--- src/rtl/cos_share_sched_pkg.sv ---
// Shared types and constants for the cos ROM sharing scheduler.
package cos_sched_pkg;

  localparam int unsigned ANGLE_W = 12;
  localparam int unsigned DATA_W  = 16;

  localparam logic [ANGLE_W-1:0] QUARTER_TURN = 12'h400;

  typedef enum logic [1:0] {
    IDLE = 2'd0,
    COS  = 2'd1,
    SIN  = 2'd2,
    RESP = 2'd3
  } sched_state_t;

endpackage

--- src/rtl/cos_share_sched_if.sv ---
// Request/response bus between the phase sources, the scheduler and the result consumer.
interface cos_share_sched_if #(
  parameter int unsigned NREQ = 4,
  parameter int unsigned ID_W = 2
);
  import cos_sched_pkg::*;

  logic [NREQ-1:0]         req_valid;
  logic [ANGLE_W*NREQ-1:0] req_angle;
  logic [NREQ-1:0]         req_ready;

  logic                    res_valid;
  logic                    res_ready;
  logic [ID_W-1:0]         res_id;
  logic [DATA_W-1:0]       res_r;
  logic [DATA_W-1:0]       res_i;

  // Requesters and result consumer.
  modport master (
    output req_valid, req_angle, res_ready,
    input  req_ready, res_valid, res_id, res_r, res_i
  );

  // The scheduler.
  modport slave (
    input  req_valid, req_angle, res_ready,
    output req_ready, res_valid, res_id, res_r, res_i
  );

endinterface

--- src/rtl/cos_share_sched_rr_arb.sv ---
// Combinational round-robin arbiter: first set request at or above ptr, with wrap.
module rr_arb #(
  parameter int unsigned NREQ = 4,
  parameter int unsigned ID_W = 2
) (
  input  logic [NREQ-1:0] req,
  input  logic [ID_W-1:0] ptr,
  output logic [NREQ-1:0] gnt,
  output logic [ID_W-1:0] gnt_idx,
  output logic            any
);

  int unsigned pos;

  // Scan NREQ slots starting at ptr; the first hit wins.
  always_comb begin
    gnt     = '0;
    gnt_idx = '0;
    any     = 1'b0;
    pos     = 0;
    for (int unsigned i = 0; i < NREQ; i++) begin
      pos = int'(ptr) + i;
      if (pos >= NREQ) pos = pos - NREQ;
      if (!any && req[pos]) begin
        any      = 1'b1;
        gnt[pos] = 1'b1;
        gnt_idx  = ID_W'(pos);
      end
    end
  end

endmodule

--- src/rtl/cos_share_sched.sv ---
// Shares one combinational cos ROM among NREQ requesters; each request yields
// cos(a) then sin(a) = cos(quarter turn - a) from two consecutive ROM reads.
module cos_share_sched
  import cos_sched_pkg::*;
#(
  parameter int unsigned NREQ = 4,
  parameter int unsigned ID_W = 2
) (
  input  logic                clk,
  input  logic                rst,
  cos_share_sched_if.slave    bus,
  output logic [ANGLE_W-1:0]  rom_angle,
  input  logic [DATA_W-1:0]   rom_result
);

  sched_state_t       state, nxt;
  logic [ID_W-1:0]    rr_ptr;
  logic [ANGLE_W-1:0] ang_q;
  logic [ID_W-1:0]    id_q;
  logic [ANGLE_W-1:0] sel_angle;
  logic [NREQ-1:0]    gnt;
  logic [ID_W-1:0]    gnt_idx;
  logic               any;

  rr_arb #(
    .NREQ (NREQ),
    .ID_W (ID_W)
  ) u_arb (
    .req     (bus.req_valid),
    .ptr     (rr_ptr),
    .gnt     (gnt),
    .gnt_idx (gnt_idx),
    .any     (any)
  );

  // One-hot mux of the winning requester's angle.
  always_comb begin
    sel_angle = '0;
    for (int unsigned i = 0; i < NREQ; i++) begin
      if (gnt[i]) sel_angle = bus.req_angle[i*ANGLE_W +: ANGLE_W];
    end
  end

  // State register.
  always_ff @(posedge clk) begin
    if (rst) state <= IDLE;
    else     state <= nxt;
  end

  // Next-state and grant; grants are only offered in IDLE and never during reset.
  always_comb begin
    nxt           = state;
    bus.req_ready = '0;
    case (state)
      IDLE: begin
        if (!rst) bus.req_ready = gnt;
        if (any)  nxt = COS;
      end
      COS:  nxt = SIN;
      SIN:  nxt = RESP;
      RESP: if (bus.res_ready) nxt = IDLE;
      default: nxt = IDLE;
    endcase
  end

  // Datapath: capture on grant, two ROM reads, then hold the result until accepted.
  always_ff @(posedge clk) begin
    if (rst) begin
      rr_ptr        <= '0;
      ang_q         <= '0;
      id_q          <= '0;
      rom_angle     <= '0;
      bus.res_valid <= 1'b0;
      bus.res_id    <= '0;
      bus.res_r     <= '0;
      bus.res_i     <= '0;
    end else begin
      case (state)
        IDLE: begin
          if (any) begin
            ang_q     <= sel_angle;
            id_q      <= gnt_idx;
            rom_angle <= sel_angle;
            rr_ptr    <= (gnt_idx == ID_W'(NREQ - 1)) ? '0 : gnt_idx + 1'b1;
          end
        end
        COS: begin
          bus.res_r <= rom_result;
          rom_angle <= QUARTER_TURN - ang_q;
        end
        SIN: begin
          bus.res_i     <= rom_result;
          bus.res_id    <= id_q;
          bus.res_valid <= 1'b1;
        end
        RESP: begin
          if (bus.res_ready) bus.res_valid <= 1'b0;
        end
        default: ;
      endcase
    end
  end

endmodule

--- src/flat_wrapper.sv ---
// flat-port wrapper written by rule: the top's interface ports become plain ports
module cos_share_sched_flat import cos_sched_pkg::*;
#(
  parameter int unsigned NREQ = 4,
  parameter int unsigned ID_W = 2
)
  (clk, rst, rom_angle, rom_result, bus_req_valid, bus_req_angle, bus_res_ready, bus_req_ready, bus_res_valid, bus_res_id, bus_res_r, bus_res_i);
  cos_share_sched_if #(.NREQ(NREQ), .ID_W(ID_W)) bus_i ();
  input  logic clk;
  input  logic rst;
  output logic [ANGLE_W-1:0] rom_angle;
  input  logic [DATA_W-1:0] rom_result;
  input wire logic [$bits(bus_i.req_valid)-1:0] bus_req_valid;
  input wire logic [$bits(bus_i.req_angle)-1:0] bus_req_angle;
  input wire logic [$bits(bus_i.res_ready)-1:0] bus_res_ready;
  output wire logic [$bits(bus_i.req_ready)-1:0] bus_req_ready;
  output wire logic [$bits(bus_i.res_valid)-1:0] bus_res_valid;
  output wire logic [$bits(bus_i.res_id)-1:0] bus_res_id;
  output wire logic [$bits(bus_i.res_r)-1:0] bus_res_r;
  output wire logic [$bits(bus_i.res_i)-1:0] bus_res_i;
  assign bus_i.req_valid = bus_req_valid;
  assign bus_i.req_angle = bus_req_angle;
  assign bus_i.res_ready = bus_res_ready;
  assign bus_req_ready = bus_i.req_ready;
  assign bus_res_valid = bus_i.res_valid;
  assign bus_res_id = bus_i.res_id;
  assign bus_res_r = bus_i.res_r;
  assign bus_res_i = bus_i.res_i;
  cos_share_sched #(.NREQ(NREQ), .ID_W(ID_W)) u_core (.clk(clk), .rst(rst), .bus(bus_i), .rom_angle(rom_angle), .rom_result(rom_result));
endmodule
--- config.mk ---
export PLATFORM = sky130hd
export DESIGN_NAME = cos_share_sched_flat
export DESIGN_NICKNAME = d
export VERILOG_FILES = /design/src/rtl/cos_share_sched_pkg.sv /design/src/rtl/cos_share_sched_if.sv /design/src/rtl/cos_share_sched_rr_arb.sv /design/src/rtl/cos_share_sched.sv /design/src/flat_wrapper.sv
export SDC_FILE = /design/constraint.sdc
export NUM_CORES = 1
export LEC_CHECK = 0
export CORE_MARGIN = 2
export CORE_UTILIZATION = 40
export CTS_CLUSTER_DIAMETER = 30
export DETAILED_ROUTE_END_ITERATION = 16
export GPL_ROUTABILITY_DRIVEN = 1
export PLACE_DENSITY = 0.75
export SYNTH_ARGS = -nofsm -noshare
export SYNTH_HDL_FRONTEND = slang
export SYNTH_HIERARCHICAL = 1
export SYNTH_SLANG_ARGS = --single-unit
--- constraint.sdc ---
create_clock -name clk -period 3.2 [get_ports clk]
set_input_delay 0.64 -clock clk [delete_from_list [all_inputs] [get_ports clk]]
set_output_delay 0.64 -clock clk [all_outputs]
set_load 0.02 [all_outputs]
## Word-level counts from Yosys, hierarchy flattened

Cells that the tools add are included.

| word-level totals | value |
|---|---|
| word-level logic and storage cells | 102 |
| output and inout port bits | 51 |
| bits of input ports | 71 |
| register bits after elaboration | 65 |

| operators by class | value |
|---|---|
| muxes and demuxes | 46 |
| magnitude comparators | 12 |
| add/sub/neg operators | 9 |
| bitwise logic cells | 3 |
| reduce and logical (&&, ||, !) cells | 17 |
| eq/ne operators | 6 |

Operators by type and width:

| cell | count |
|---|---|
| 32-bit by 1-bit >= comparator with 1-bit output (second input constant) | 4 |
| 32-bit by 3-bit less-than comparator with 1-bit output (second input constant) | 4 |
| 32-bit two-way mux | 4 |
| 12-bit two-way mux | 5 |
| 4-bit two-way mux | 6 |
| 12-bit case mux with 2 select lines | 1 |
| 2-bit two-way mux | 7 |
| 1-bit two-way mux | 13 |
| 4-bit bitwise OR | 3 |
| 11-bit by 12-bit subtractor with 12-bit output (first input constant) | 1 |
| 3-bit by 3-bit subtractor with 4-bit output (second input constant) | 3 |
| 3-bit >= comparator (second input constant) | 3 |
| 1-bit binary-select mux with 2-bit select | 4 |
| 1-bit demux with 2-bit select | 4 |
| 2-bit case mux with 4 select lines | 1 |
| 2-bit AND reduction | 4 |
| 1-bit logical AND | 7 |
| 2-bit by 2-bit adder with 3-bit output (second input constant) | 2 |
| 2-bit == test (second input constant) | 3 |
| 2-bit nonzero test | 2 |
| 2-bit by 3-bit subtractor with 4-bit output (second input constant) | 1 |
| 2-bit by 1-bit adder with 3-bit output (second input constant) | 1 |
| 2-bit by 3-bit >= comparator with 1-bit output (second input constant) | 1 |
| 1-bit logical NOT | 3 |
| other kinds (6) | 6 |

## Logic depth before layout (Yosys ltp)

Gate-level depths: netlist of the first run.

| logic depth | value |
|---|---|
| depth in word-level cells | 20 |
| mapped depth | 14 |

## Modules after synthesis

Netlist of the first run, hierarchy kept.

Modules (own cells, without submodules):

| module | times used | cells an instance | area each (µm²) |
|---|---|---|---|
| cos_share_sched | 1 | 354 | 3,089.2 |
| rr_arb | 1 | 48 | 459.2 |

## Worst setup path before layout of the first run

OpenSTA, ideal clock, no wires.

| timing path | value |
|---|---|
| path type | register to output |
| start point | register u_core.rr_ptr[0] |
| end point | output port bus_req_ready[2] |
| path buffers | 4 |
| arrival | 2,797 ps |
| data required time | 2,560 ps |
| path slack | -237 ps |
| stages on the path, launching flop included | 12 |
| cell sequence | dfxtp_1 buf_6 inv_1 ha_1 mux4_2 buf_6 nor4b_4 a22oi_1 o21ai_0 clkbuf_1 clkbuf_1 and2_1 |

| on the way | value |
|---|---|
| word-level cells in the longest chain between the ends | 16 |
| elaborated cells on any way between the ends | 61 |
| those cells by class | add/sub: 7; order compare: 12; mux: 29; bitwise: 3; reduce/logical: 10 |

Ends and longest elaborated chain:

| what | line | RTL |
|---|---|---|
| from (decl) | cos_share_sched.sv:17 | `logic [ID_W-1:0] rr_ptr;` |
| from (signal assigned) | cos_share_sched.sv:84 | `rr_ptr <= (gnt_idx == ID_W'(NREQ - 1)) ? '0 : gnt_idx + 1'b1;` |
| parallel branches: the longest is 13 deep, another holds 32-bit by 1-bit >= comparator with 1-bit output | - |  |
| 4-bit two-way mux (*) | cos_share_sched_rr_arb.sv:24 | `if (!any && req[pos]) begin` |
| named net u_core.gnt[2] | cos_share_sched.sv:21 | `logic [NREQ-1:0] gnt;` |
| 4-bit two-way mux (*) | cos_share_sched.sv:56 | `if (!rst) bus.req_ready = gnt;` |
| 4-bit two-way mux (*) | cos_share_sched.sv:54 | `case (state)` |
| to (decl) | flat_wrapper.sv:16 | `output wire logic [$bits(bus_i.req_ready)-1:0] bus_req_ready;` |

Mark *: on every way through the listed nets, which the timed path passes. The select of a mux whose other input is x is not followed.

## Worst setup path after layout of the first run

| timing path | value |
|---|---|
| start point | input port bus_req_valid[1] |
| end point | output port bus_req_ready[0] |

| on the way | value |
|---|---|
| word-level cells in the longest chain between the ends | 14 |
| elaborated cells on any way between the ends | 26 |
| those cells by class | mux: 17; bitwise: 3; reduce/logical: 6 |

Ends and longest elaborated chain:

| what | line | RTL |
|---|---|---|
| from (decl) | flat_wrapper.sv:13 | `input wire logic [$bits(bus_i.req_valid)-1:0] bus_req_valid;` |
| 1-bit binary-select mux with 2-bit select | cos_share_sched_rr_arb.sv:24 |  |
| 1-bit two-way mux (implied by the code) | cos_share_sched_rr_arb.sv:24 |  |
| 1-bit two-way mux | cos_share_sched_rr_arb.sv:24 |  |
| 1-bit logical NOT | cos_share_sched_rr_arb.sv:24 |  |
| 1-bit logical AND | cos_share_sched_rr_arb.sv:24 |  |
| 1-bit two-way mux | cos_share_sched_rr_arb.sv:24 |  |
| 1-bit logical NOT | cos_share_sched_rr_arb.sv:24 |  |
| 1-bit logical AND | cos_share_sched_rr_arb.sv:24 |  |
| 1-bit two-way mux | cos_share_sched_rr_arb.sv:24 |  |
| 1-bit logical NOT | cos_share_sched_rr_arb.sv:24 |  |
| 1-bit logical AND | cos_share_sched_rr_arb.sv:24 |  |
| 4-bit two-way mux (*) | cos_share_sched_rr_arb.sv:24 |  |
| named net u_core.gnt[0] | cos_share_sched.sv:21 |  |
| 4-bit two-way mux (*) | cos_share_sched.sv:56 |  |
| 4-bit two-way mux (*) | cos_share_sched.sv:54 |  |

Mark *: on every way through the listed nets, which the timed path passes. The rest lies on a longest branch. The select of a mux whose other input is x is not followed.

==> results.md, run 1 <==
- Number of enable flip-flop cells after synthesis: 0
- Total GRT Usage: 0.2104
- Sw Share: 0.4186
- CP top delay family: buffers and inverters
- Synth Register Bits: 65
- # hold bufs at CTS: 0
- IR drop worst, VDD: 0.0003799 V
- CP Data Required Time: 2560 ps
- Die area: 9640 um^2
- Final worst path period share: 0.9639
- Final Max Tran Viols: 0
- # IOs: 122
- Predominant post-synthesis flop cell: dfxtp_1
- Net load switching power: 0.002064 W
- Max_cap viols: 0
- Initial antenna violation count: 0
- Via density: 5.361
- Fmax achieved: 324.2 MHz
- Pwr/cell area: 935.3 nW/um^2
- Root Buffer: clkbuf_8
- Max_slew headroom: 0.5147
- Sink Count: 65
- Vias in the first global route: 3565
- Final setup vio count: 0
- Worst-Skew Late Latency: 340 ps
- RR Endpoint: u_core/rom_angle[1]
- Seq/Total Area, Yosys: 0.3667
- Yosys top cell by area: dfxtp_1
- Worst slew pin tran: 727.9 ps
- H-tree levels: 3
- Drt wl/cell: 15.75 um
- Clock power share: 0.155
- Area of the mapped netlist: 3548 um^2
- Status: complete, no violations
- Via count: 3501
- 1st-pass router iterations: 4
- Sequential power share: 0.251
- Final #Nets: 626
- Metal-1 WL: 4.274 mm
- Sum Neg Setup Slack: 0 ps
- Logic pwr share: 0.594
- R2R cell count: 14
- PortBufs: 121
- Die height: 98.19 um
- Area grow syn2layout: 48.55%
- Ratio of cells with drive above 1 in the final layout: 0.1468
- Internal power: 0.002867 W
- Post-Route WL: 10.29 mm
- Critical-path top delay cell: mux4_2
- Synth area leaders: dfxtp_1 37%, mux2i_1 10%, nor2_1 5.8%, ha_1 5.3%, a21oi_1 3.1%
- YS warnings: 6
- Syn Nets: 488
- HP Class: flip-flop to flip-flop
- Async SR Flop Fraction: 0
- Synth unique cells: 52
- Critical-path cell list: dlygate4sd2_1 -> mux4_2 -> nor4b_4 -> buf_4 -> a22oi_1 -> o21ai_1 -> and2_1 -> buf_2
- CP endpoint: bus_req_ready[0]
- Die width: 98.19 um
- Max Fanout on Critical Path: 5
- Gate count after technology mapping: 402
- Metal2 WL: 5.408 mm
- Avg Cell Area, Syn: 8.827 um^2
- Row cnt: 34
- Worst Setup SP: bus_req_valid[1]
- Fin. Hold Viols: 0
- Hpwl dp: 7.497 mm
- Met3 routed WL: 501 um
- Clock transition at path regs: 70 ps
- R2R Setup Slk: 220 ps
- RSZ-0062 raised after global routing: no
- Largest net degree at the start of global routing: 61
- DRT antenna net count: 0
- Initial core utilization: 0.4089
- CTS tree: built
- Top cell type's share of synthesized area: 0.3667
- Final hold slack: 477.4 ps
- Worst flop-to-flop path startpoint: u_core/rr_ptr[1]
- Buf/Inv on CP: 3
- Clock Skew: 7.612 ps
- Critical path class: input port to output port
- Tmin final: 3084 ps
- Initial drt markers: 148
- Lkg Pwr: 2.082 nW
- Number of diodes: 0
- DRC viols: 0
- Crit path depth: 8
- Num CTS Buffers: 9
- Max Buffers Root-to-Sink: 2
- Top layer in use: met4
- GPL Wtd Cong: 0.8997
- CP max stage delay: 560 ps
- Worst EP arrival: 2440 ps
- Core area: 8678 um^2
- Crit path launch type: input port
- CP endpoint kind: output port
- Post-Route Utilization: 0.6074
- First-pass GRT wire length: 16.84 mm
- GRT overflow: 0
[layer usage]
| metal | GRT usage | vias up |
|---|---|---|
| met1 | 0.2534 | 1650 |
| met4 | 0.06112 | 0 |
| met5 | 0 | - |
| met3 | 0.04080 | 12 |
| met2 | 0.3804 | 106 |
| li1 | - | 1733 |
[state kept, by name (all words and copies together) (netlist names)]
name / flops
u_core/rr_ptr: 2
u_core/rom_angle: 12
u_core/bus.res_valid: 1
u_core/bus.res_r: 16
u_core/bus.res_i: 16
u_core/ang_q: 12
u_core/state: 2
u_core/id_q: 2
u_core/bus.res_id: 2
[power groups by stage]
stage / combinational [W] / clock [W] / sequential [W]
5_1_grt: 0.00320 / 0.000814 / 0.00127
3_3_place_gp: 0.00272 / 0 / 0.00123
4_1_cts: 0.00284 / 0.000786 / 0.00124
2_1_floorplan: 0.00168 / 0 / 0.00140
6_report: 0.00293 / 0.000763 / 0.00124
3_5_place_dp: 0.00280 / 0 / 0.00125
[timing repair]
item,in CTS,in global routing
gates resized for setup,22,11
setup endpoints to repair,19,13
pin swaps,1,1
setup buffers,3,5
[kinds of logic (layout without fill, tap and decap cells)]
family,Yosys count,in the layout,synth area share
XOR/XNOR,3,3,0.007406
AND/OR/NAND/NOR,122,122,0.1678
buffers and inverters,52,195,0.05994
flip-flops,65,65,0.3667
multiplexers,43,43,0.1382
adder cells (fa/ha/maj),15,15,0.05289
AO/OA/AOI/OAI,102,102,0.2070
[metrics by stage]
step,power [W],std cells,worst slack (ps),cell area (um^2)
6_report,0.004930,653,115.6,5271
3_5_place_dp,0.004046,629,-545.1,4976
5_1_grt,0.005288,653,16.43,5271
4_1_cts,0.004862,648,25.80,5213
2_1_floorplan,0.003082,402,20.78,3561
3_3_place_gp,0.003953,629,-477.8,4976
[tightest hold or removal path, stage by stage (launching register included)]
cell and delay [ps]:
dfxtp_1 320, nand2_1 60, a21oi_1 60
[synthesized netlist by cell type, types with 2 or more instances]
library cell	number
dfxtp_1	65
nor2_1	55
mux2i_1	37
a21oi_1	22
clkbuf_1	21
inv_1	20
nand2_1	17
ha_1	15
a211oi_1	14
o21ai_0	14
nand3_1	12
a22oi_1	10
a221o_1	8
nor2b_1	8
and2_1	5
buf_1	5
nor3_1	5
a221oi_1	4
a2bb2oi_1	4
a311oi_1	4
nand3b_1	4
nand2b_1	3
o311ai_0	3
o31ai_1	3
o41ai_1	3
or4_1	3
a31oi_1	2
buf_6	2
clkinv_1	2
mux2_2	2
mux4_1	2
mux4_2	2
nor4_1	2
o211a_1	2
o21a_1	2
or3_1	2
or3_2	2
xnor2_1	2
[cells in the final DEF, fill, tap and decap left out, drive strengths merged, types with 5 or more instances in the layout]
cell	synthesis	layout
clkbuf	22	9
inv	20	20
nand3	12	12
and2	5	5
nand2	17	17
a211oi	14	14
nor2b	8	8
a221o	8	8
clkdlybuf4s50	0	112
dfxtp	65	65
clkinv	2	6
o21ai	14	14
mux2i	37	37
nor2	55	55
ha	15	15
a21oi	22	22
nor3	5	5
a22oi	10	10
buf	8	41
[layout make-up]
type,count,area [um^2]
clock inverter,7,95.09
tap,108,135.1
inverter,22,82.58
multi-input combinational,285,2076
timing repair buffer,157,1455
sequential,65,1304
fill,800,3407
clock buffer,9,123.9
[how the worst min path moves through the flow]
stage | startpoint | end | slack [ps] | cells after the start
floorplan | u_core/id_q[0] | u_core/id_q[0] | 440 | 2
finish | u_core/id_q[1] | u_core/id_q[1] | 480 | 2
global placement | u_core/rom_angle[0] | u_core/rom_angle[0] | 450 | 2
detailed placement | u_core/id_q[1] | u_core/id_q[1] | 470 | 2
global route | u_core/id_q[0] | u_core/id_q[0] | 510 | 2
CTS | u_core/id_q[1] | u_core/id_q[1] | 480 | 2
No activity file was read; power rests on OpenSTA's default activity.
==> inputs of run 2 (changes only) <==
- MAX_ROUTING_LAYER: not set -> met4
- REMOVE_ABC_BUFFERS: not set -> 1
==> run 2 against run 1 <==
Combinational power barely moved. Cell count fell by 0.15%. Register-to-register slack barely moved. Routed wire length fell by 1.7%. First-iteration DRC count fell by 11%. Critical path depth did not move. Sequential power barely moved. Clock skew barely moved. Via count fell by 0.14%. Worst setup slack got worse by 28 ps. Flip-flop and latch count did not move. Critical endpoint is now bus_req_ready[3].
==> results.md, run 2 (same netlist as run 1, synthesis figures left out) <==
- GRT overflow: 0 (unchanged)
- Hold Path Cell Cnt: 2 (unchanged)
- Hpwl dp: 7.515 mm (was 7.497 mm)
- Sink Count: 65 (unchanged)
- Overall power: 0.004862 W (was 0.004930 W)
- Initial core utilization: 0.4089 (unchanged)
- Final worst path period share: 0.9727 (was 0.9639)
- HP Class: flip-flop to flip-flop (unchanged)
- Via count: 3496 (was 3501)
- Fin. Hold Viols: 0 (unchanged)
- Lkg Pwr: 2.061 nW (was 2.082 nW)
- Max Buffers Root-to-Sink: 2 (unchanged)
- Min-delay src: u_core/id_q[1] (unchanged)
- Worst EP arrival: 2470 ps (was 2440 ps)
- H-tree levels: 3 (unchanged)
- Max Fanout on Critical Path: 5 (unchanged)
- Tmin final: 3113 ps (was 3084 ps)
- Worst-Skew Late Latency: 330 ps (was 340 ps)
- Ratio of cells with drive above 1 in the final layout: 0.1434 (was 0.1468)
- First-pass GRT wire length: 16.42 mm (was 16.84 mm)
- CTS tree: built (unchanged)
- Hold path endpoint: u_core/id_q[1] (unchanged)
- IR drop worst, VDD: 0.0003217 V (was 0.0003799 V)
- DRT antenna net count: 0 (unchanged)
- Vias in the first global route: 3453 (was 3565)
- Clock Skew: 7.154 ps (was 7.612 ps)
- Initial drt markers: 132 (was 148)
- Pwr/cell area: 924.4 nW/um^2 (was 935.3 nW/um^2)
- Num CTS Buffers: 9 (unchanged)
- Buf/Inv on CP: 3 (unchanged)
- Final setup vio count: 0 (unchanged)
- Critical-path cell list: dlygate4sd2_1 -> mux4_2 -> buf_4 -> and2b_2 -> a22oi_2 -> o21ai_2 -> and2_1 -> clkdlybuf4s15_1 (was dlygate4sd2_1 -> mux4_2 -> nor4b_4 -> buf_4 -> a22oi_1 -> o21ai_1 -> and2_1 -> buf_2)
- Drt wl/cell: 15.51 um (was 15.75 um)
- Number of diodes: 0 (unchanged)
- Status: complete, no violations (unchanged)
- Largest net degree at the start of global routing: 61 (unchanged)
- Crit path depth: 8 (unchanged)
- Most common library cell in the layout ignoring fill and taps: clkdlybuf4s50_1 (unchanged)
- Die height: 98.19 um (unchanged)
- Worst flop-to-flop path startpoint: u_core/rr_ptr[0] (was u_core/rr_ptr[1])
- # hold bufs at CTS: 0 (unchanged)
- PortBufs: 121 (unchanged)
- Fmax achieved: 321.3 MHz (was 324.2 MHz)
- DRC viols: 0 (unchanged)
- CP max stage delay: 530 ps (was 560 ps)
- Row cnt: 34 (unchanged)
- Die area: 9640 um^2 (unchanged)
- CP top delay family: buffers and inverters (unchanged)
- R2R cell count: 12 (was 14)
- 1st-pass router iterations: 5 (was 4)
- Final hold slack: 464.1 ps (was 477.4 ps)
- Post-Route WL: 10.11 mm (was 10.29 mm)
- Max_cap viols: 0 (unchanged)
- Root Buffer: clkbuf_8 (unchanged)
- Clock transition at path regs: 70 ps (about the same)
- Critical-path top delay cell: mux4_2 (unchanged)
- Total GRT Usage: 0.2146 (was 0.2104)
- Max_slew headroom: 0.5861 (was 0.5147)
- RR Endpoint: u_core/rom_angle[11] (was u_core/rom_angle[1])
- GPL Wtd Cong: 0.8893 (was 0.8997)
- FILL cells: 806 (was 800)
- Crit path launch type: input port (unchanged)
- CP Data Required Time: 2560 ps (about the same)
- Final Max Tran Viols: 0 (unchanged)
- Most frequent cells in the layout: 112 x clkdlybuf4s50_1, 63 x dfxtp_1, 55 x nor2_1 (unchanged)
- # IOs: 122 (unchanged)
- Worst slew pin tran: 620.9 ps (was 727.9 ps)
- CP endpoint kind: output port (unchanged)
- Via density: 5.362 (was 5.361)
- Final #Nets: 625 (was 626)
- Critical path class: input port to output port (unchanged)
- Biggest regs: u_core/bus.res_i (16), u_core/bus.res_r (16) (unchanged)
- Die width: 98.19 um (unchanged)
- Core area: 8678 um^2 (unchanged)
- Area grow syn2layout: 48.24% (was 48.55%)
- Initial antenna violation count: 0 (unchanged)
- R2R Setup Slk: 220 ps (about the same)
run 2: cell count changes in the layout (fill, tap and decap cells not counted), sizes merged:
cell           before  now
buf                41   38
bufinv              2    1
clkbuf              9   10
clkdlybuf4s15       0    2
run 2: worst min-delay path, delay by kind of cell, from the launching register on:
kind               cells  cell delay (ps)
AOI/OAI and AO/OA      1               50
DFF                    1              310
and+or+nand+nor        1               50
run 2: area by class of cell:
| class | count | area [um^2] | share of cell area |
|---|---|---|---|
| clock inverter | 6 | 57.56 | 0.01094 |
| inverter | 22 | 82.58 | 0.01570 |
| tap | 108 | 135.1 | 0.02569 |
| multi-input combinational | 285 | 2066 | 0.3927 |
| clock buffer | 10 | 137.6 | 0.02617 |
| timing repair buffer | 156 | 1478 | 0.2809 |
| sequential | 65 | 1304 | 0.2479 |
run 2: worst max-delay path by stage:
stage,from,endpoint,slack (ps)
global route,bus_req_valid[1],bus_req_ready[0],-4
floorplan,u_core/rr_ptr[0],bus_req_ready[3],-1070
CTS,u_core/rr_ptr[0],bus_req_ready[0],10
global placement,bus_req_valid[0],bus_req_ready[0],-470
finish,bus_req_valid[1],bus_req_ready[3],90
detailed placement,bus_req_valid[0],bus_req_ready[0],-550
run 2: power by group:
group          switching (W)  internal, W  leakage (nW)
combinational        0.00155      0.00140          1.42
clock               0.000305     0.000375         0.102
sequential          0.000169      0.00106         0.534
run 2: what timing repair did:
item                                    CTS  global route
pin swaps                                 1             2
resized for setup                        22            11
endpoints found under the setup margin   16            23
buffers inserted                          3             0
run 2: stage by stage:
step | setup TNS [ps] | setup WS [ps] | cells | utilization | area (um^2)
3_5_place_dp | -10320 | -552.3 | 633 | 0.5780 | 5016
4_1_cts | 0 | 14.38 | 652 | 0.6022 | 5226
6_report | 0 | 87.43 | 652 | 0.6061 | 5260
3_3_place_gp | -7129 | -470.2 | 633 | 0.5780 | 5016
2_1_floorplan | -20290 | -1074 | 372 | - | 3418
5_1_grt | -4.228 | -4.228 | 652 | 0.6061 | 5260
run 2: routing by layer:
layer | wire (um) | part of all wire | GRT usage | up-vias
li1 | - | - | - | 1733
met1 | 4004 | 0.40 | 0.2286 | 1661
met2 | 5432 | 0.54 | 0.3941 | 88
met3 | 484 | 0.048 | 0.05512 | 14
met4 | 189 | 0.019 | 0.05690 | 0
met5 | 0 | 0 | - | -
==> inputs of run 3 (changes only) <==
- CORE_UTILIZATION: 40 -> 41
- PLACE_DENSITY: 0.75 -> 0.76
==> run 3 against run 2 <==
Flip-flop and latch count unchanged. Via count decreased by 0.49%. Cell count down 1.1%. Routed wire length hardly changed. Highest routed layer unchanged.
==> results.md, run 3 (same netlist as run 1, synthesis figures left out) <==
- H-tree levels: 3 (unchanged)
- Biggest regs: u_core/bus.res_i (16), u_core/bus.res_r (16) (unchanged)
- HP Class: flip-flop to flip-flop (unchanged)
- First-pass GRT wire length: 16.48 mm (was 16.42 mm)
- # hold bufs at CTS: 0 (unchanged)
- Max_cap viols: 0 (unchanged)
- Root Buffer: clkbuf_8 (unchanged)
- Post-Route WL: 10.11 mm (about the same)
- DRC viols: 0 (unchanged)
- Initial core utilization: 0.4276 (was 0.4089)
- Vias in the first global route: 3439 (was 3453)
- Critical-path cell list: dlygate4sd2_1 -> mux4_2 -> nor4b_4 -> buf_4 -> a22oi_1 -> o21ai_1 -> buf_4 -> a21oi_1 -> a221oi_1 -> buf_4 -> a211oi_1 -> o41ai_1 (was dlygate4sd2_1 -> mux4_2 -> buf_4 -> and2b_2 -> a22oi_2 -> o21ai_2 -> and2_1 -> clkdlybuf4s15_1)
- Max_slew headroom: 0.5660 (was 0.5861)
- Hpwl dp: 7.428 mm (was 7.515 mm)
- Via count: 3479 (was 3496)
- Fmax achieved: 322.5 MHz (was 321.3 MHz)
- Initial antenna violation count: 0 (unchanged)
- Worst EP arrival: 3330 ps (was 2470 ps)
- CP Data Required Time: 3430 ps (was 2560 ps)
- Max Fanout on Critical Path: 18 (was 5)
- Critical path class: input port to flip-flop (was input port to output port)
- Total GRT Usage: 0.2168 (was 0.2146)
- Area grow syn2layout: 48.17% (was 48.24%)
- Pwr/cell area: 941.3 nW/um^2 (was 924.4 nW/um^2)
- Worst-Skew Late Latency: 330 ps (about the same)
- Via density: 5.394 (was 5.362)
- Clock Skew: 3.814 ps (was 7.154 ps)
- DRT antenna net count: 0 (unchanged)
- Most used cell, CP: buf_4
- Die width: 97.03 um (was 98.19 um)
- Final hold slack: 470.5 ps (was 464.1 ps)
- CP top delay family: compound AO/OA/AOI/OAI gates (was buffers and inverters)
- Final #Nets: 621 (was 625)
- Crit path launch type: input port (unchanged)
- Sink Count: 65 (unchanged)
- Fin. Hold Viols: 0 (unchanged)
- Tmin final: 3101 ps (was 3113 ps)
- Final instance count without filler cells: 645 (was 652)
- CTS tree: built (unchanged)
- Clock transition at path regs: 70 ps (about the same)
- Die area: 9415 um^2 (was 9640 um^2)
- Max Buffers Root-to-Sink: 2 (unchanged)
- Lkg Pwr: 2.062 nW (was 2.061 nW)
- GRT overflow: 0 (unchanged)
- CP endpoint kind: flip-flop (was output port)
- Sum Neg Setup Slack: 0 ps (unchanged)
- Placed cells: 628 (was 633)
- Final Max Tran Viols: 0 (unchanged)
- Num CTS Buffers: 9 (unchanged)
- Most common library cell in the layout ignoring fill and taps: clkdlybuf4s50_1 (unchanged)
- Buf/Inv on CP: 4 (was 3)
- Status: complete, no violations (unchanged)
- 1st-pass router iterations: 4 (was 5)
- PortBufs: 121 (unchanged)
- RSZ-0062 raised after global routing: yes
- Critical-path top delay cell: mux4_2 (unchanged)
- Ratio of cells with drive above 1 in the final layout: 0.1333 (was 0.1434)
- Core area: 8299 um^2 (was 8678 um^2)
- Die height: 97.03 um (was 98.19 um)
- Worst slew pin tran: 651.1 ps (was 620.9 ps)
- IR drop worst, VDD: 0.0003904 V (was 0.0003217 V)
- CP max stage delay: 540 ps (was 530 ps)
- # IOs: 122 (unchanged)
- Final worst path period share: 0.9690 (was 0.9727)
- Most frequent cells in the layout: 112 x clkdlybuf4s50_1, 65 x dfxtp_1, 55 x nor2_1 (was 112 x clkdlybuf4s50_1, 63 x dfxtp_1, 55 x nor2_1)
- Number of diodes: 0 (unchanged)
- Largest net degree at the start of global routing: 61 (unchanged)
- Final setup vio count: 0 (unchanged)
- Drt wl/cell: 15.67 um (was 15.51 um)
- Row cnt: 33 (was 34)
- GPL Wtd Cong: 0.8125 (was 0.8893)
- Initial drt markers: 155 (was 132)
## run 3: cell count changes in the layout (fill, tap and decap cells not counted), moves of 2 or more
cell,previous run,this run
a221oi_1,4,2
a221oi_2,0,2
a22oi_1,8,10
a22oi_2,2,0
buf_4,33,29
clkinv_2,4,2
dfxtp_1,63,65
dfxtp_2,2,0
## run 3: routing by layer
metal / track usage / up-vias / wire (um)
li1: - / 1725 / -
met1: 0.2429 / 1659 / 4147
met2: 0.3937 / 86 / 5479
met3: 0.04480 / 9 / 392
met4: 0.05309 / 0 / 85
met5: - / - / 0
## run 3: worst paths after layout
check	startpoint	endpoint	slack [ps]	cells after the start
min reg2reg	u_core/ang_q[9]	u_core/ang_q[9]	470	2
max reg2reg	u_core/rr_ptr[1]	u_core/rom_angle[0]	140	13
min	u_core/ang_q[9]	u_core/ang_q[9]	470	2
max	bus_req_valid[3]	u_core/rom_angle[0]	100	12
## run 3: area by class of cell
class | instances | area, um^2
Clock buffer | 11 | 151.4
Clock inverter | 5 | 77.57
Fill cell | 731 | 3042
Inverter | 22 | 82.58
Multi-Input combinational cell | 285 | 2073
Sequential cell | 65 | 1301
Tap cell | 105 | 131.4
Timing Repair Buffer | 152 | 1440
## run 3: power by group
group | switching (W) | internal (W) | leakage [nW] | total (W)
clock | 0.000305 | 0.000478 | 0.115 | 0.000783
sequential | 0.000167 | 0.00106 | 0.534 | 0.00123
combinational | 0.00156 | 0.00138 | 1.41 | 0.00294
## run 3: timing repair
action | in CTS | in global routing
setup buffers | 1 | 0
endpoints found under the setup margin | 15 | 17
gates resized for setup | 20 | 10
pin swaps | 1 | 0
endpoints found under the hold margin | 0 | 0
cloned | 0 | 0
## run 3: metrics by stage
step / util / setup WS [ps] / total power (W) / instance area [um^2]
6_report: 0.6335 / 99.28 / 0.004949 / 5258
5_1_grt: 0.6335 / -8.926 / 0.005302 / 5258
4_1_cts: 0.6282 / 11.23 / 0.004894 / 5214
3_5_place_dp: 0.6021 / -563.5 / 0.004087 / 4997
3_3_place_gp: 0.6021 / -465.8 / 0.004014 / 4997
2_1_floorplan: - / -1074 / 0.002973 / 3418
## run 3: worst min-delay path, cell delays in order (launching register included)
cell and delay, ps:
dfxtp_1 320, nand2_1 50, a21oi_1 50
==> edit 1 (flow settings as in run 2) <==
Encoding of `sched_state_t`: now one-hot (4 bits for 4 states).
--- a/src/rtl/cos_share_sched_pkg.sv
+++ b/src/rtl/cos_share_sched_pkg.sv
@@ -8,7 +8,7 @@
 
-  typedef enum logic [1:0] {
-    IDLE = 2'd0,
-    COS  = 2'd1,
-    SIN  = 2'd2,
-    RESP = 2'd3
+  typedef enum logic [3:0] {
+    IDLE = 4'b0001,
+    COS  = 4'b0010,
+    SIN  = 4'b0100,
+    RESP = 4'b1000
   } sched_state_t;
Function: same outputs for any inputs over 4 cycles, from zero or initial values and one cycle with rst high; so few cycles prove little.
==> edit 1 against run 2 <==
- area after synthesis is 1.5% lower
- setup slack worse by 0.018 ns
- sequential cell count is 2 higher
- global-route usage is 0.53 points lower
- final area is 1.0% lower
- total power is 7.7% lower
- wire length is 1.1% lower
- largest power group unchanged
- highest routed layer unchanged
- largest cell class unchanged
==> edit 1: results (changes against run 2) <==
Drt
  – Routed vias: 3605 (+3.1%)
  – Drt first pass iters: 4 (-1)
  – WL met1: 4530 um (+13%)
  – WL met3: 579 um (+20%)
  – 1st-iter DRT viols: 136 (+3.0%)
  – Wire length per cell: 14.9 um (-4.0%)
  – Met2 routed WL: 4800 um (-12%)

Cells and area
  – Clock Buffer Count: 11 (+1)
  – Buffering overhead: 27.7% (-0.38 points)
  – Inverters: 16 (-27%)
  – Multi-input gates: 313 (+9.8%)
  – Nets@finish: 640 (+2.4%)
  – Area of the multi-input gates: 0.00203 mm^2 (-1.9%)
  – Fill cells: 765 (-5.1%)
  – Share of cells above drive strength 1: 14.2% (-0.15 points)
  – Register area: 0.00135 mm^2 (+3.3%)
  – Clock network area share: 3.73% (+0.015 points)
  – Biggest regs: u_core/bus.res_i: 16 flops, u_core/bus.res_r: 16 flops
  – Non-clk bufs: 152 (-2.6%)

Placement
  – RD Place Congestion: 0.813 (-8.6%)
  – I/O Buffers: 121 (unchanged)
  – DPL Wire Length: 7170 um (-4.6%)

Power
  – Worst VDD drop: 0.555 mV (+73%)
  – Lkg Pwr: 1.93 nW (-6.3%)

Synth
  – Cell variety after synth: 54 (+3.8%)
  – Register bit count reported by yosys: 67 (+3.1%)
  – Synth top cells by count: nand2_1, dfxtp_1, a21oi_1, clkbuf_1, inv_1
  – Mapped Avg Cell Area: 8.16 um^2 (-7.5%)
  – Synth area leaders: dfxtp_1, nand2_1, a21oi_1, ha_1, a221oi_1
  – Ys flop type: dfxtp_1
  – Register area share after synthesis: 38.4% (+1.7 points)

Setup path
  – CP arrival: 3.34 ns (+0.87 ns)
  – Crit-path leading delay family: compound AO/OA/AOI/OAI gates
  – Reg2reg start: u_core/rr_ptr[1]$_SDFFE_PP0P_
  – R2r setup slk: 0.13 ns (-0.09 ns)

Clock tree
  – Htree depth: 3 (unchanged)
  – Clock Path Buffers: 2 (unchanged)
  – Post-cts resize count: 27 (+23%)
  – CTS root buf: clkbuf_8

Global routing
  – Vias in the first global route: 3425 (-0.81%)
  – Largest net degree at the start of global routing: 65 (+6.6%)
  – First-pass GRT wire length: 15900 um (-3.1%)
  – Grt met3 use: 4.46% (-1.1 points)
  – GR Layer Usage met2: 34.3% (-5.1 points)
  – Gr usage total: 20.9% (-0.53 points)
  – Met1 Resource Use GR: 26.1% (+3.3 points)

Timing
  – Clock Skews: 0.00902 ns (+0.00187 ns)
  – Worst slew margin: 41.7% (-17 points)

Worst hold path
  – Min-delay src: u_core/bus.res_r[12]$_SDFFE_PP0P_

Run status
  – Status: finished, final reports clean
## edit 1: report_power, final
| part | internal [mW] | switching (mW) | total (mW) |
|---|---|---|---|
| sequential | 1.04 | 0.182 | 1.22 |
| clock | 0.377 | 0.306 | 0.683 |
| combinational | 1.22 | 1.36 | 2.59 |
## edit 1: cell families (layout without fill, tap and decap cells)
logic type	after synthesis	in the layout	synth area share, %
muxes	7	7	3.69
AOI/OAI and AO/OA	122	122	22.4
and+or+nand+nor	165	165	23.8
adders and majority gates	10	10	3.58
buffers and inverters	48	184	5.87
xor gates and xnor gates	9	9	2.26
DFF	67	67	38.4
## edit 1: stage by stage
stage | setup TNS, ns | area [um^2] | setup slack [ns] | hold WS (ns) | instances
3_3_place_gp | -8.93 | 4900 | -0.490 | 0.441 | 650
4_1_cts | 0 | 5140 | 0.0425 | 0.454 | 670
3_5_place_dp | -11.98 | 4900 | -0.593 | 0.445 | 650
2_1_floorplan | -18.45 | 3350 | -0.939 | 0.426 | 396
6_report | 0 | 5200 | 0.0699 | 0.454 | 672
5_1_grt | -0.0723 | 5200 | -0.0502 | 0.477 | 672
## edit 1: worst min-delay path, cell delays in order, from the launching register on
cell,delay (ns)
dfxtp_1,0.31
nand2_1,0.05
a21oi_1,0.05
## edit 1: worst paths after layout
kind	cells past startpoint	endpoint
worst max register to register	14	u_core/rom_angle[4]$_SDFFE_PP0P_
worst max-delay path	12	u_core/rom_angle[4]$_SDFFE_PP0P_
worst min-delay path	2	u_core/bus.res_r[12]$_SDFFE_PP0P_
worst min register to register	2	u_core/bus.res_r[12]$_SDFFE_PP0P_
==> edit 2 (config.mk and constraints of run 2) <==
Made on the original files. `DATA_W`: 16 -> 12.
--- a/src/rtl/cos_share_sched_pkg.sv
+++ b/src/rtl/cos_share_sched_pkg.sv
@@ -4,3 +4,3 @@
   localparam int unsigned ANGLE_W = 12;
-  localparam int unsigned DATA_W  = 16;
+  localparam int unsigned DATA_W  = 12;
 
Ports: changed (resized bus_res_i, bus_res_r and rom_result); port bits go from 122 to 110. The function was not compared with the original's and may differ.
==> edit 2 against run 2 <==
- register-to-register slack worse by 0.03 ns
- count of clock-buffer cells in the layout stayed put
- sequential cell count is 8 lower
- setup slack worse by 0.023 ns
- wire length is 3.6% lower
- area after synthesis is 6.5% lower
- sequential share of layout area is 1.7 points lower
- die area is 6.3% lower
- highest routed layer unchanged
- critical path type unchanged
- maximum frequency is 0.72% lower
- final area is 6.1% lower
- total power is 0.34% lower
==> edit 2: results (changes against run 2) <==
Placement
  – DPL Wire Length: 6990 um (-6.9%)
  – Cells after DPL: 605 (-4.4%)
  – RD Place Congestion: 0.894 (+0.51%)
  – I/O Buffers: 109 (-9.9%)

Cells and area
  – Buffering overhead: 28.0% (-0.078 points)
  – Inverters: 17 (-23%)
  – Register area: 0.00114 mm^2 (-12%)
  – Multi-input gates: 284 (-0.35%)
  – Nets@finish: 599 (-4.2%)
  – Area of the multi-input gates: 0.00201 mm^2 (-2.7%)
  – Clock network area share: 4.23% (+0.52 points)
  – Share of cells above drive strength 1: 14.8% (+0.44 points)
  – Non-clk bufs: 148 (-5.1%)

Synth
  – Cell variety after synth: 51 (-1.9%)
  – Register area share after synthesis: 34.4% (-2.3 points)
  – Synth area leaders: dfxtp_1, mux2i_1, ha_1, nor2_1, a211oi_1
  – Register bit count reported by yosys: 57 (-12%)

Drt
  – Wire length per cell: 15.6 um (+0.40%)
  – 1st-iter DRT viols: 183 (+39%)

Global routing
  – Gr usage total: 22.2% (+0.70 points)
  – Vias in the first global route: 3298 (-4.5%)

Power
  – Total power: 4.85 mW (-0.34%)
  – Lkg Pwr: 1.90 nW (-7.7%)
  – Share of power burned in registers: 23.1% (-2.2 points)
  – Clock share of power: 14.8% (+0.8 points)
  – NetSw: 2.05 mW (+1.2%)

Setup path
  – Reg2Reg Depth: 13 (+1)
  – CP arrival: 2.50 ns (+0.03 ns)

Run status
  – Status: finished, final reports clean

Timing
  – Worst slew margin: 37.3% (-21 points)
  – Clock Skews: 0.00775 ns (+0.000598 ns)
edit 2: worst paths after layout:
kind,startpoint,endpoint,slack (ns)
worst min-delay path,u_core/id_q[0]$_SDFFE_PP0P_,u_core/id_q[0]$_SDFFE_PP0P_,0.46
worst max-delay path,bus_req_valid[1],bus_req_ready[2],0.06
worst min register to register,u_core/id_q[0]$_SDFFE_PP0P_,u_core/id_q[0]$_SDFFE_PP0P_,0.46
worst max register to register,u_core/rr_ptr[1]$_SDFFE_PP0P_,u_core/rom_angle[2]$_SDFFE_PP0P_,0.19
edit 2: logic make-up after synthesis:
family,synth area share (%)
flip-flops,34.4
AO/OA/AOI/OAI,20.5
XOR/XNOR,1.32
AND/OR/NAND/NOR,20.3
buffers and inverters,5.81
adder cells (fa/ha/maj),5.66
multiplexers,12.0
edit 2: metal layers:
metal	vias up	GRT usage [%]	share of wire, %
li1	1664	-	-
met1	1611	27.5	43
met2	125	36.1	49
met3	11	5.06	7.8
met4	0	6.52	0.80
met5	-	-	0
edit 2: stage by stage:
| stage | setup TNS, ns | area (um^2) | util [%] | hold slack, ns | setup WS (ns) |
|---|---|---|---|---|---|
| floorplan | -24.17 | 3190 | - | 0.430 | -1.22 |
| global placement | -7.43 | 4670 | 57.4 | 0.450 | -0.468 |
| detailed placement | -9.72 | 4670 | 57.4 | 0.454 | -0.521 |
| CTS | 0 | 4920 | 60.4 | 0.461 | 0.0605 |
| global route | -0.00440 | 4940 | 60.7 | 0.482 | -0.00440 |
| finish | 0 | 4940 | 60.7 | 0.459 | 0.0647 |
edit 2: repair_timing:
item / CTS / global route
endpoints found under the setup margin: 14 / 15
pin swaps: 1 / 1
hold endpoints to repair: 0 / 0
gates resized for setup: 23 / 6
hold buffers: 0 / 0
cloned: 0 / 0
buffers inserted: 5 / 1
